File: config.mk
export PLATFORM = sky130hd
export DESIGN_NAME = sp_grouper
export DESIGN_NICKNAME = d
export VERILOG_FILES = /design/src/rtl/sp_grouper.sv
export SDC_FILE = /design/constraint.sdc
export NUM_CORES = 1
export LEC_CHECK = 0
export CORE_UTILIZATION = 43
export DETAILED_ROUTE_END_ITERATION = 8
export HOLD_SLACK_MARGIN = 0.12
export RECOVER_POWER = 100
export SYNTH_ARGS = -nofsm -noshare
export SYNTH_HDL_FRONTEND = slang
export SYNTH_SLANG_ARGS = --single-unit
File: constraint.sdc
create_clock -name clk -period 2.05 [get_ports clk]
set_clock_uncertainty 0.1 [all_clocks]
set_input_delay 0.41 -clock clk [delete_from_list [all_inputs] [get_ports clk]]
set_output_delay 0.41 -clock clk [all_outputs]
set_load 0.01 [all_outputs]
File: src/rtl/sp_grouper.sv
// sp_grouper: serial-to-parallel input stage of the 16-point radix-4 FFT.
// It collects one complex sample per accepted cycle. Samples x[0..11] are
// stored. Each of x[12..15] is forwarded together with three stored samples,
// so the block emits group g = {x[g], x[g+4], x[g+8], x[g+12]} on the cycle
// after sample 12+g is accepted.
module sp_grouper #(
  parameter int WIDTH = 16
) (
  input  logic             clk,
  input  logic             rst_n,
  input  logic             sync_clr,
  input  logic             in_valid,
  input  logic [WIDTH-1:0] din_r,
  input  logic [WIDTH-1:0] din_i,
  output logic             out_valid,
  output logic [1:0]       out_grp,
  output logic             s_p_flag,
  output logic [WIDTH-1:0] dout0_r,
  output logic [WIDTH-1:0] dout0_i,
  output logic [WIDTH-1:0] dout1_r,
  output logic [WIDTH-1:0] dout1_i,
  output logic [WIDTH-1:0] dout2_r,
  output logic [WIDTH-1:0] dout2_i,
  output logic [WIDTH-1:0] dout3_r,
  output logic [WIDTH-1:0] dout3_i,
  output logic [3:0]       frame_cnt
);

  localparam int NSTORE = 12;

  logic [3:0]       cnt_r;
  logic [WIDTH-1:0] mem_re_r [NSTORE];
  logic [WIDTH-1:0] mem_im_r [NSTORE];
  logic [WIDTH-1:0] lane_re_r [4];
  logic [WIDTH-1:0] lane_im_r [4];
  logic             out_valid_r;
  logic [1:0]       out_grp_r;
  logic             s_p_flag_r;

  logic             accept_s;
  logic             emit_s;
  logic [1:0]       grp_s;
  logic [WIDTH-1:0] sel_re_s [3];
  logic [WIDTH-1:0] sel_im_s [3];

  // A resync on the same cycle wins over the sample, which is then dropped.
  assign accept_s = in_valid & ~sync_clr;
  // Counts 12..15 are the forwarded samples; each one completes a group.
  assign emit_s   = accept_s & (cnt_r >= 4'd12);
  assign grp_s    = cnt_r[1:0];

  // Pick the three stored operands of the group selected by the low count bits.
  always_comb begin
    for (int j = 0; j < 3; j++) begin
      sel_re_s[j] = mem_re_r[4*j];
      sel_im_s[j] = mem_im_r[4*j];
      case (grp_s)
        2'd0: begin
          sel_re_s[j] = mem_re_r[4*j];
          sel_im_s[j] = mem_im_r[4*j];
        end
        2'd1: begin
          sel_re_s[j] = mem_re_r[4*j+1];
          sel_im_s[j] = mem_im_r[4*j+1];
        end
        2'd2: begin
          sel_re_s[j] = mem_re_r[4*j+2];
          sel_im_s[j] = mem_im_r[4*j+2];
        end
        2'd3: begin
          sel_re_s[j] = mem_re_r[4*j+3];
          sel_im_s[j] = mem_im_r[4*j+3];
        end
        default: begin
          sel_re_s[j] = mem_re_r[4*j];
          sel_im_s[j] = mem_im_r[4*j];
        end
      endcase
    end
  end

  // Sample counter: advances on every accepted sample, 15 wraps to 0.
  always_ff @(posedge clk or negedge rst_n) begin
    if (!rst_n) begin
      cnt_r <= 4'd0;
    end else if (sync_clr) begin
      cnt_r <= 4'd0;
    end else if (in_valid) begin
      cnt_r <= cnt_r + 4'd1;
    end else begin
      cnt_r <= cnt_r;
    end
  end

  // Sample store for x[0..11]. A resync leaves the contents in place because
  // they are rewritten before the next frame reads them.
  always_ff @(posedge clk or negedge rst_n) begin
    if (!rst_n) begin
      for (int i = 0; i < NSTORE; i++) begin
        mem_re_r[i] <= '0;
        mem_im_r[i] <= '0;
      end
    end else begin
      for (int i = 0; i < NSTORE; i++) begin
        if (accept_s && (cnt_r == 4'(i))) begin
          mem_re_r[i] <= din_r;
          mem_im_r[i] <= din_i;
        end else begin
          mem_re_r[i] <= mem_re_r[i];
          mem_im_r[i] <= mem_im_r[i];
        end
      end
    end
  end

  // Lane data and group index load on an emitted group and hold otherwise.
  always_ff @(posedge clk or negedge rst_n) begin
    if (!rst_n) begin
      for (int j = 0; j < 4; j++) begin
        lane_re_r[j] <= '0;
        lane_im_r[j] <= '0;
      end
      out_grp_r <= 2'd0;
    end else if (emit_s) begin
      for (int j = 0; j < 3; j++) begin
        lane_re_r[j] <= sel_re_s[j];
        lane_im_r[j] <= sel_im_s[j];
      end
      lane_re_r[3] <= din_r;
      lane_im_r[3] <= din_i;
      out_grp_r    <= grp_s;
    end else begin
      for (int j = 0; j < 4; j++) begin
        lane_re_r[j] <= lane_re_r[j];
        lane_im_r[j] <= lane_im_r[j];
      end
      out_grp_r <= out_grp_r;
    end
  end

  // Valid strobe and frame-start pulse. Both are single-cycle because they
  // follow emit_s directly, and emit_s is already low during a resync.
  always_ff @(posedge clk or negedge rst_n) begin
    if (!rst_n) begin
      out_valid_r <= 1'b0;
      s_p_flag_r  <= 1'b0;
    end else begin
      out_valid_r <= emit_s;
      s_p_flag_r  <= emit_s & (grp_s == 2'd0);
    end
  end

  assign out_valid = out_valid_r;
  assign out_grp   = out_grp_r;
  assign s_p_flag  = s_p_flag_r;
  assign frame_cnt = cnt_r;
  assign dout0_r   = lane_re_r[0];
  assign dout0_i   = lane_im_r[0];
  assign dout1_r   = lane_re_r[1];
  assign dout1_i   = lane_im_r[1];
  assign dout2_r   = lane_re_r[2];
  assign dout2_i   = lane_im_r[2];
  assign dout3_r   = lane_re_r[3];
  assign dout3_i   = lane_im_r[3];

endmodule

==> Flow_metrics.wiki, run 1 <==
{| class="wikitable"
! Metric !! Value
|-
| Actual transition at the worst max-transition pin || 1.02 ns
|-
| Sequential fraction of design power || 0.483
|-
| Vias in the first global route || 14700
|-
| Die height || 228 um
|-
| Number of warnings issued by yosys || 0
|-
| H-tree levels || 2
|-
| Hold/Removal Path Class || register to register
|-
| CP bufs+invs || 1
|-
| Number of hold-slack violations in the final timing report || 0
|-
| Routability Congestion || 0.764
|-
| Number of inserted filler cells in the final layout || 4290
|-
| Later-pin clock latency in the skew report || 0.61 ns
|-
| Count of antenna diodes in the layout || 0
|-
| Via density per instance || 5.49
|-
| Startpoint type of the worst setup path || register
|-
| Peak supply drop || 0.620 mV
|-
| GRT Total Usage || 0.216
|-
| Root buffer selected by CTS || sky130_fd_sc_hd__clkbuf_16
|-
| Final design utilization || 0.529
|-
| Width of the die || 228 um
|-
| Largest incremental delay on the critical path || 0.54 ns
|-
| Clock transition at the registers of the reported paths || 0.06 ns
|-
| Crit Path Class || register to output port
|-
| Clock power frac || 0.416
|-
| Detailed Routing Iterations Pass 1 || 5
|-
| Int Power || 18.1 mW
|-
| Post-route setup TNS || 0 ns
|-
| Switching component of the power || 5.81 mW
|-
| Highest clock frequency the design can meet || 0.498 GHz
|-
| Worst hold slack || 0.388 ns
|-
| Seq cells post-synth || 520
|-
| Share of synthesized area occupied by flip-flops and latches || 0.594
|-
| Number of DRC violations after detailed routing || 0
|-
| Overall via count from detail_route || 14200
|-
| Leakage power figure || 13.0 nW
|-
| Post-route cell area || 0.0265 mm2
|-
| Slowest cell on crit path || sky130_fd_sc_hd__clkdlybuf4s50_1
|-
| Crit end category || output port
|-
| Global-route wire length before repair || 88000 um
|-
| Required time worst endpoint || 1.54 ns
|-
| Max-Cap Viols || 0
|-
| Share of the clock period used by the worst path || 0.979
|-
| Number of instances in the synthesized netlist || 1708
|-
| Synthesized netlist net count || 1749
|-
| Layout cell share with drive strength beyond 1 || 0.310
|-
| Setup-failing EPs final || 0
|-
| Wire length on met2 || 26100 um
|-
| Dpl cells || 2492
|-
| Number of distinct standard cells referenced by the synthesized netlist || 28
|-
| Area of the mapped netlist || 0.0219 mm2
|-
| Place WS || -0.256 ns
|-
| Port Buffers || 171
|-
| Amount of wire on met3 after detailed routing || 2420 um
|-
| Final period demand of the worst path || 2.01 ns
|-
| Synthesized area divided by synthesized cell count || 12.8 um2
|-
| Worst path setup slack after routing || 0.0432 ns
|-
| RSZ-0062 raised after global routing || no
|-
| Die ar. || 0.0519 mm2
|-
| Post-DP HPWL || 33900 um
|-
| Kind of cell adding the most delay to the critical path || buffers and inverters
|-
| Clock sink count || 520
|-
| Final Slew Violations || 0
|-
| Layout-stage area growth over the synthesis result || 21.0%
|-
| Part of the power in combinational logic || 0.101
|-
| Final ANT Viol Nets || 0
|-
| Residual overflow from global routing || 0
|-
| Total number of placement rows || 82
|-
| Detailed-routing wirelength on met1 || 25600 um
|-
| Highest net fanout along the worst path || 2
|-
| Buffer depth of the longest clock path || 3
|-
| Maximum number of pins on one net before global-route repair || 64
|-
| Count of routing violations after the opening detailed-route iteration || 864
|-
| Critical path cell sequence || clkdlybuf4s50_1
|-
| Pwr Density || 901 mW/mm2
|-
| Antenna violations before repair || 2
|-
| TritonCTS Buffers || 55
|-
| Count of non-filler cells in the finished layout || 2589
|-
| Outcome || finished clean
|-
| Highest signal layer in the routed design || met4
|-
| Minimum setup slack among reg-to-reg paths || 0.07 ns
|-
| CP Data Arrival Time || 1.50 ns
|-
| I/O pin count || 172
|-
| CTS tree || yes
|-
| DR WL/cell || 21.3 um
|-
| Nets || 1921
|-
| Total power draw || 23.9 mW
|-
| Switching power as a share of total power || 0.243
|-
| Slew headroom || 0.320
|-
| Starting Density || 0.437
|-
| Area of the core || 0.0502 mm2
|-
| Cell area after placement || 0.0251 mm2
|-
| Aggregate routed wire length || 55100 um
|}
[cell usage in the layout (no fill, tap or decap), types with 2 or more instances in the layout]
| cell | n |
|---|---|
| sky130_fd_sc_hd__clkbuf_16 | 56 |
| sky130_fd_sc_hd__buf_6 | 8 |
| sky130_fd_sc_hd__a22o_1 | 96 |
| sky130_fd_sc_hd__clkbuf_2 | 8 |
| sky130_fd_sc_hd__inv_1 | 99 |
| sky130_fd_sc_hd__nand2_1 | 99 |
| sky130_fd_sc_hd__clkdlybuf4s25_1 | 31 |
| sky130_fd_sc_hd__mux2_2 | 408 |
| sky130_fd_sc_hd__dlygate4sd2_1 | 77 |
| sky130_fd_sc_hd__mux2_1 | 8 |
| sky130_fd_sc_hd__clkbuf_1 | 20 |
| sky130_fd_sc_hd__and3_1 | 2 |
| sky130_fd_sc_hd__clkbuf_8 | 8 |
| sky130_fd_sc_hd__dfrtp_2 | 2 |
| sky130_fd_sc_hd__clkinv_2 | 10 |
| sky130_fd_sc_hd__a22oi_1 | 96 |
| sky130_fd_sc_hd__dfrtp_1 | 518 |
| sky130_fd_sc_hd__bufinv_16 | 5 |
| sky130_fd_sc_hd__nor2_1 | 5 |
| sky130_fd_sc_hd__buf_4 | 38 |
| sky130_fd_sc_hd__xor2_1 | 2 |
| sky130_fd_sc_hd__ha_4 | 4 |
| sky130_fd_sc_hd__nand3_1 | 3 |
| sky130_fd_sc_hd__a21oi_1 | 192 |
| sky130_fd_sc_hd__o21ai_0 | 2 |
| sky130_fd_sc_hd__buf_8 | 3 |
| sky130_fd_sc_hd__clkbuf_4 | 16 |
| sky130_fd_sc_hd__clkdlybuf4s50_1 | 60 |
| sky130_fd_sc_hd__nand2_2 | 2 |
| sky130_fd_sc_hd__nand4_1 | 3 |
| sky130_fd_sc_hd__buf_12 | 19 |
[cell usage after synthesis (all sizes together)]
cell	number	share of area
inv	99	0.017
a21oi	192	0.044
and4b	2	0.00091
nand2	101	0.017
buf	71	0.017
a22oi	96	0.033
and2	1	0.00029
mux2i	1	0.00046
a22o	96	0.038
nor3b	2	0.00069
nor2	5	0.00086
nand3	4	0.00091
o21ai	2	0.00046
ha	5	0.0029
clkbuf	84	0.015
xnor2	1	0.00040
and3	2	0.00057
nand4b	1	0.00040
nand4	3	0.00086
dfrtp	520	0.59
xor2	2	0.00080
mux2	416	0.21
nor2b	2	0.00091
[layout make-up]
type | count | area (um2) | share of cell area
clock inverter | 18 | 234 | 0.00882
clock buffer | 76 | 1560 | 0.0587
sequential | 520 | 13000 | 0.491
multi-input combinational | 934 | 7900 | 0.298
tap | 672 | 841 | 0.0317
inverter | 99 | 372 | 0.0140
timing repair buffer | 270 | 2600 | 0.0979
[timing repair]
item / CTS / global route
hold buffers: 1 / 0
setup endpoints to repair: 79 / 64
resized for setup: 82 / 33
gates cloned: 0 / 0
pin swaps: 0 / 0
setup buffers: 2 / 0
endpoints found under the hold margin: 393 / 0
[flip-flops by register name, summed over array words and instances (netlist names)]
| register | flops |
|---|---|
| dout2_r | 16 |
| mem_re_r | 192 |
| s_p_flag | 1 |
| dout3_i | 16 |
| out_grp | 2 |
| dout3_r | 16 |
| mem_im_r | 192 |
| dout1_i | 16 |
| frame_cnt | 4 |
| dout1_r | 16 |
| dout0_i | 16 |
| out_valid | 1 |
| dout0_r | 16 |
| dout2_i | 16 |
[path summary, 6_finish.rpt]
kind | cells after the start | start | endpoint
worst max-delay path | 1 | dout0_r[14]$_DFFE_PN0P_ | dout0_r[14]
worst min-delay path | 1 | mem_im_r[143]$_DFFE_PN0P_ | mem_im_r[143]$_DFFE_PN0P_
worst max register to register | 4 | frame_cnt[3]$_DFFE_PN0P_ | dout3_i[6]$_DFFE_PN0P_
worst min register to register | 1 | mem_im_r[143]$_DFFE_PN0P_ | mem_im_r[143]$_DFFE_PN0P_
max in group asynchronous | 4 | rst_n | mem_re_r[99]$_DFFE_PN0P_
min in group asynchronous | 2 | rst_n | mem_im_r[83]$_DFFE_PN0P_
[cells by family (layout without fill, tap and decap cells)]
logic type | count (synthesis) | after routing | share of synthesized area
AO/OA/AOI/OAI | 386 | 386 | 0.116
XOR/XNOR | 3 | 3 | 0.00120
adder cells (fa/ha/maj) | 5 | 5 | 0.00286
buffers and inverters | 254 | 463 | 0.0486
flip-flops | 520 | 520 | 0.594
multiplexers | 417 | 417 | 0.214
AND/OR/NAND/NOR | 123 | 123 | 0.0237
[per-layer routing]
layer,track usage,vias to the layer above
li1,-,6391
met1,0.312,7452
met2,0.339,291
met3,0.0378,72
met4,0.0473,0
met5,0,-
[power groups by stage]
| stage | logic, mW | registers, mW | clock network, mW |
|---|---|---|---|
| after floorplan | 1.52 | 11.6 | 0 |
| after global placement | 2.40 | 11.7 | 0 |
| after detailed placement | 2.48 | 11.7 | 0 |
| after CTS | 2.49 | 11.5 | 10.2 |
| after global routing | 2.66 | 11.6 | 10.6 |
| final | 2.41 | 11.5 | 9.95 |
Note: power is estimated with default switching activity, not from simulation.
==> run 2: changes to the inputs <==
Settings changed: RECOVER_POWER 100 to 25, SETUP_SLACK_MARGIN set to 0.5.
==> Flow_metrics.wiki, run 2 (synthesized netlist as in run 1, its figures left out) <==
{| class="wikitable"
! Metric !! Value
|-
| Outcome || finished clean
|-
| I/O pin count || 172 (unchanged)
|-
| Antenna violations before repair || 3 (+1)
|-
| DR WL/cell || 23.2 um (+8.9%)
|-
| Highest clock frequency the design can meet || 0.514 GHz (+3.2%)
|-
| Final period demand of the worst path || 1.95 ns (-0.0618 ns)
|-
| Routability Congestion || 0.753 (-1.5%)
|-
| Post-DP HPWL || 34200 um (+1.1%)
|-
| Largest incremental delay on the critical path || 0.43 ns (-0.11 ns)
|-
| Reg-to-Reg Start || frame_cnt[1]$_DFFE_PN0P_
|-
| Die ar. || 0.0519 mm2 (unchanged)
|-
| Leakage power figure || 14.8 nW (+14%)
|-
| Share of the clock period used by the worst path || 0.949 (-0.0302)
|-
| Overall via count from detail_route || 15400 (+8.3%)
|-
| Number of cells on the critical path || 7 (+6)
|-
| Total number of placement rows || 82 (unchanged)
|-
| Worst path setup slack after routing || 0.105 ns (+0.0618 ns)
|-
| Hold/Removal Path Class || register to register
|-
| Final Slew Violations || 0 (unchanged)
|-
| Sequential fraction of design power || 0.478 (-0.005)
|-
| Aggregate routed wire length || 64800 um (+18%)
|-
| Highest net fanout along the worst path || 10 (+8)
|-
| Crit. Startpoint || frame_cnt[1]$_DFFE_PN0P_
|-
| Crit end category || register
|-
| Worst hold slack || 0.389 ns (+0.00127 ns)
|-
| Slew headroom || 0.279 (-0.0416)
|-
| Count of non-filler cells in the finished layout || 2796 (+8.0%)
|-
| Later-pin clock latency in the skew report || 0.62 ns (about the same)
|-
| Buffer depth of the longest clock path || 3 (unchanged)
|-
| Count of routing violations after the opening detailed-route iteration || 939 (+8.7%)
|-
| Width of the die || 228 um (unchanged)
|-
| Setup-failing EPs final || 0 (unchanged)
|-
| Largest registers || mem_im_r: 192 flops, mem_re_r: 192 flops
|-
| Required time worst endpoint || 2.43 ns (+0.89 ns)
|-
| Max-Cap Viols || 0 (unchanged)
|-
| Detailed Routing Iterations Pass 1 || 5 (unchanged)
|-
| Part of the power in combinational logic || 0.114 (+0.013)
|-
| Cell depth of the worst flop-to-flop path || 7 (+3)
|-
| GRT Total Usage || 0.219 (+0.00357)
|-
| Maximum number of pins on one net before global-route repair || 57 (-11%)
|-
| Layout-stage area growth over the synthesis result || 35.3%
|-
| Clock sink count || 520 (unchanged)
|-
| H-tree levels || 2 (unchanged)
|-
| Place WS || -0.372 ns (-0.116 ns)
|-
| TritonCTS Buffers || 54 (-1.8%)
|-
| Clock transition at the registers of the reported paths || 0.06 ns (about the same)
|-
| Residual overflow from global routing || 0 (unchanged)
|-
| Slowest cell on crit path || sky130_fd_sc_hd__dfrtp_2
|-
| Peak supply drop || 0.615 mV (-0.71%)
|-
| Number of hold-slack violations in the final timing report || 0 (unchanged)
|-
| Count of antenna diodes in the layout || 0 (unchanged)
|-
| RSZ-0062 raised after global routing || yes
|-
| Layout cell share with drive strength beyond 1 || 0.484 (+0.174)
|-
| Area of the core || 0.0502 mm2 (unchanged)
|-
| Actual transition at the worst max-transition pin || 1.08 ns (+0.0624 ns)
|-
| Int Power || 18.2 mW (+0.90%)
|-
| Kind of cell adding the most delay to the critical path || buffers and inverters
|-
| Total power draw || 24.2 mW (+1.4%)
|-
| Critical path cell sequence || buf_6 -> buf_6 -> ha_4 -> nand4_1 -> buf_6 -> clkbuf_16 -> mux2_4
|-
| Nets || 2122 (+10%)
|-
| Die height || 228 um (unchanged)
|-
| Post-route cell area || 0.0297 mm2 (+12%)
|-
| Switching component of the power || 5.97 mW (+2.8%)
|-
| CP Data Arrival Time || 2.32 ns (+0.82 ns)
|-
| Startpoint type of the worst setup path || register
|-
| Dpl cells || 2517 (+1.0%)
|-
| Port Buffers || 171 (unchanged)
|-
| CTS tree || yes
|-
| Root buffer selected by CTS || sky130_fd_sc_hd__clkbuf_16
|-
| Via density per instance || 5.50 (+0.27%)
|-
| Starting Density || 0.437 (unchanged)
|-
| Most frequent cell on the critical path || sky130_fd_sc_hd__buf_6
|-
| Number of DRC violations after detailed routing || 0 (unchanged)
|-
| Worst setup path end || mem_re_r[1]$_DFFE_PN0P_
|-
| Pwr Density || 817 mW/mm2 (-9.4%)
|-
| Most common cell after layout, fill and taps aside || sky130_fd_sc_hd__dfrtp_1
|-
| Switching power as a share of total power || 0.247 (+0.00352)
|-
| Final ANT Viol Nets || 0 (unchanged)
|-
| CP bufs+invs || 4 (+3)
|-
| Reg-to-Reg End || mem_re_r[1]$_DFFE_PN0P_
|-
| Clock power frac || 0.407 (-0.009)
|-
| Crit Path Class || register to register
|-
| Vias in the first global route || 15200 (+3.7%)
|-
| Minimum setup slack among reg-to-reg paths || 0.10 ns (+0.03 ns)
|-
| Leading cell types in the layout, fill and taps excluded || sky130_fd_sc_hd__dfrtp_1, sky130_fd_sc_hd__mux2_2, sky130_fd_sc_hd__a21oi_1
|-
| Global-route wire length before repair || 89800 um (+2.0%)
|-
| Cell area after placement || 0.0255 mm2 (+1.5%)
|}
## run 2: final cells by class
class / instances / area, um2
Timing Repair Buffer: 472 / 4920
Fill cell: 3934 / 20500
Sequential cell: 520 / 13000
Multi-Input combinational cell: 934 / 8700
Clock inverter: 11 / 105
Tap cell: 672 / 841
Clock buffer: 88 / 1680
Inverter: 99 / 379
## run 2: worst min-delay path by stage
stage / startpoint / end / slack [ns] / cells past startpoint
after floorplan: rst_n / dout0_i[0]$_DFFE_PN0P_ / 0.01 / 0
after global placement: rst_n / mem_im_r[134]$_DFFE_PN0P_ / 0.23 / 1
after detailed placement: rst_n / mem_im_r[134]$_DFFE_PN0P_ / 0.23 / 1
after CTS: rst_n / mem_im_r[134]$_DFFE_PN0P_ / 0.18 / 2
after global routing: mem_im_r[137]$_DFFE_PN0P_ / mem_im_r[137]$_DFFE_PN0P_ / 0.41 / 1
final: mem_im_r[137]$_DFFE_PN0P_ / mem_im_r[137]$_DFFE_PN0P_ / 0.39 / 1
## run 2: stage by stage
stage | util | setup TNS [ns]
6_report | 0.591 | 0
3_5_place_dp | 0.508 | -89.10
3_3_place_gp | 0.508 | -75.08
2_1_floorplan | - | 0
5_1_grt | 0.591 | 0
4_1_cts | 0.545 | 0
## run 2: worst reg2reg max path, stage by stage, from the launching register on
cell	delay, ns
sky130_fd_sc_hd__dfrtp_2	0.43
sky130_fd_sc_hd__buf_6	0.14
sky130_fd_sc_hd__buf_6	0.11
sky130_fd_sc_hd__ha_4	0.20
sky130_fd_sc_hd__nand4_1	0.17
sky130_fd_sc_hd__buf_6	0.20
sky130_fd_sc_hd__clkbuf_16	0.18
sky130_fd_sc_hd__mux2_4	0.30
## run 2: power by group through the flow
stage	Clock (mW)	Sequential [mW]	Combinational [mW]
final	9.87	11.6	2.77
after global routing	10.5	11.7	3.02
after CTS	10.0	11.5	2.62
after detailed placement	0	11.7	2.58
after global placement	0	11.7	2.51
after floorplan	0	11.6	1.64
## run 2: timing repair
| item | 4_1_cts | 5_1_grt |
|---|---|---|
| endpoints found under the hold margin | 380 | 0 |
| endpoints found under the setup margin | 648 | 650 |
| pin swaps | 0 | 36 |
| setup buffers | 68 | 65 |
| gates resized for setup | 579 | 209 |
| cloned | 2 | 44 |
| hold buffers | 1 | 0 |
## run 2: routing by layer
| metal | vias up | track usage | routed length (um) |
|---|---|---|---|
| met3 | 105 | 0.0354 | 3150 |
| met4 | 6 | 0.0477 | 1350 |
| met2 | 412 | 0.366 | 31300 |
| met1 | 8078 | 0.301 | 29000 |
| li1 | 6782 | - | - |
| met5 | - | 0 | 46 |
==> run 3: changes to the inputs <==
Settings changed: CAP_MARGIN set to 20, SKIP_LAST_GASP set to 1.
==> results of run 3 <==
Same layout as run 2: the final DEF is identical, and so are final timing and power.
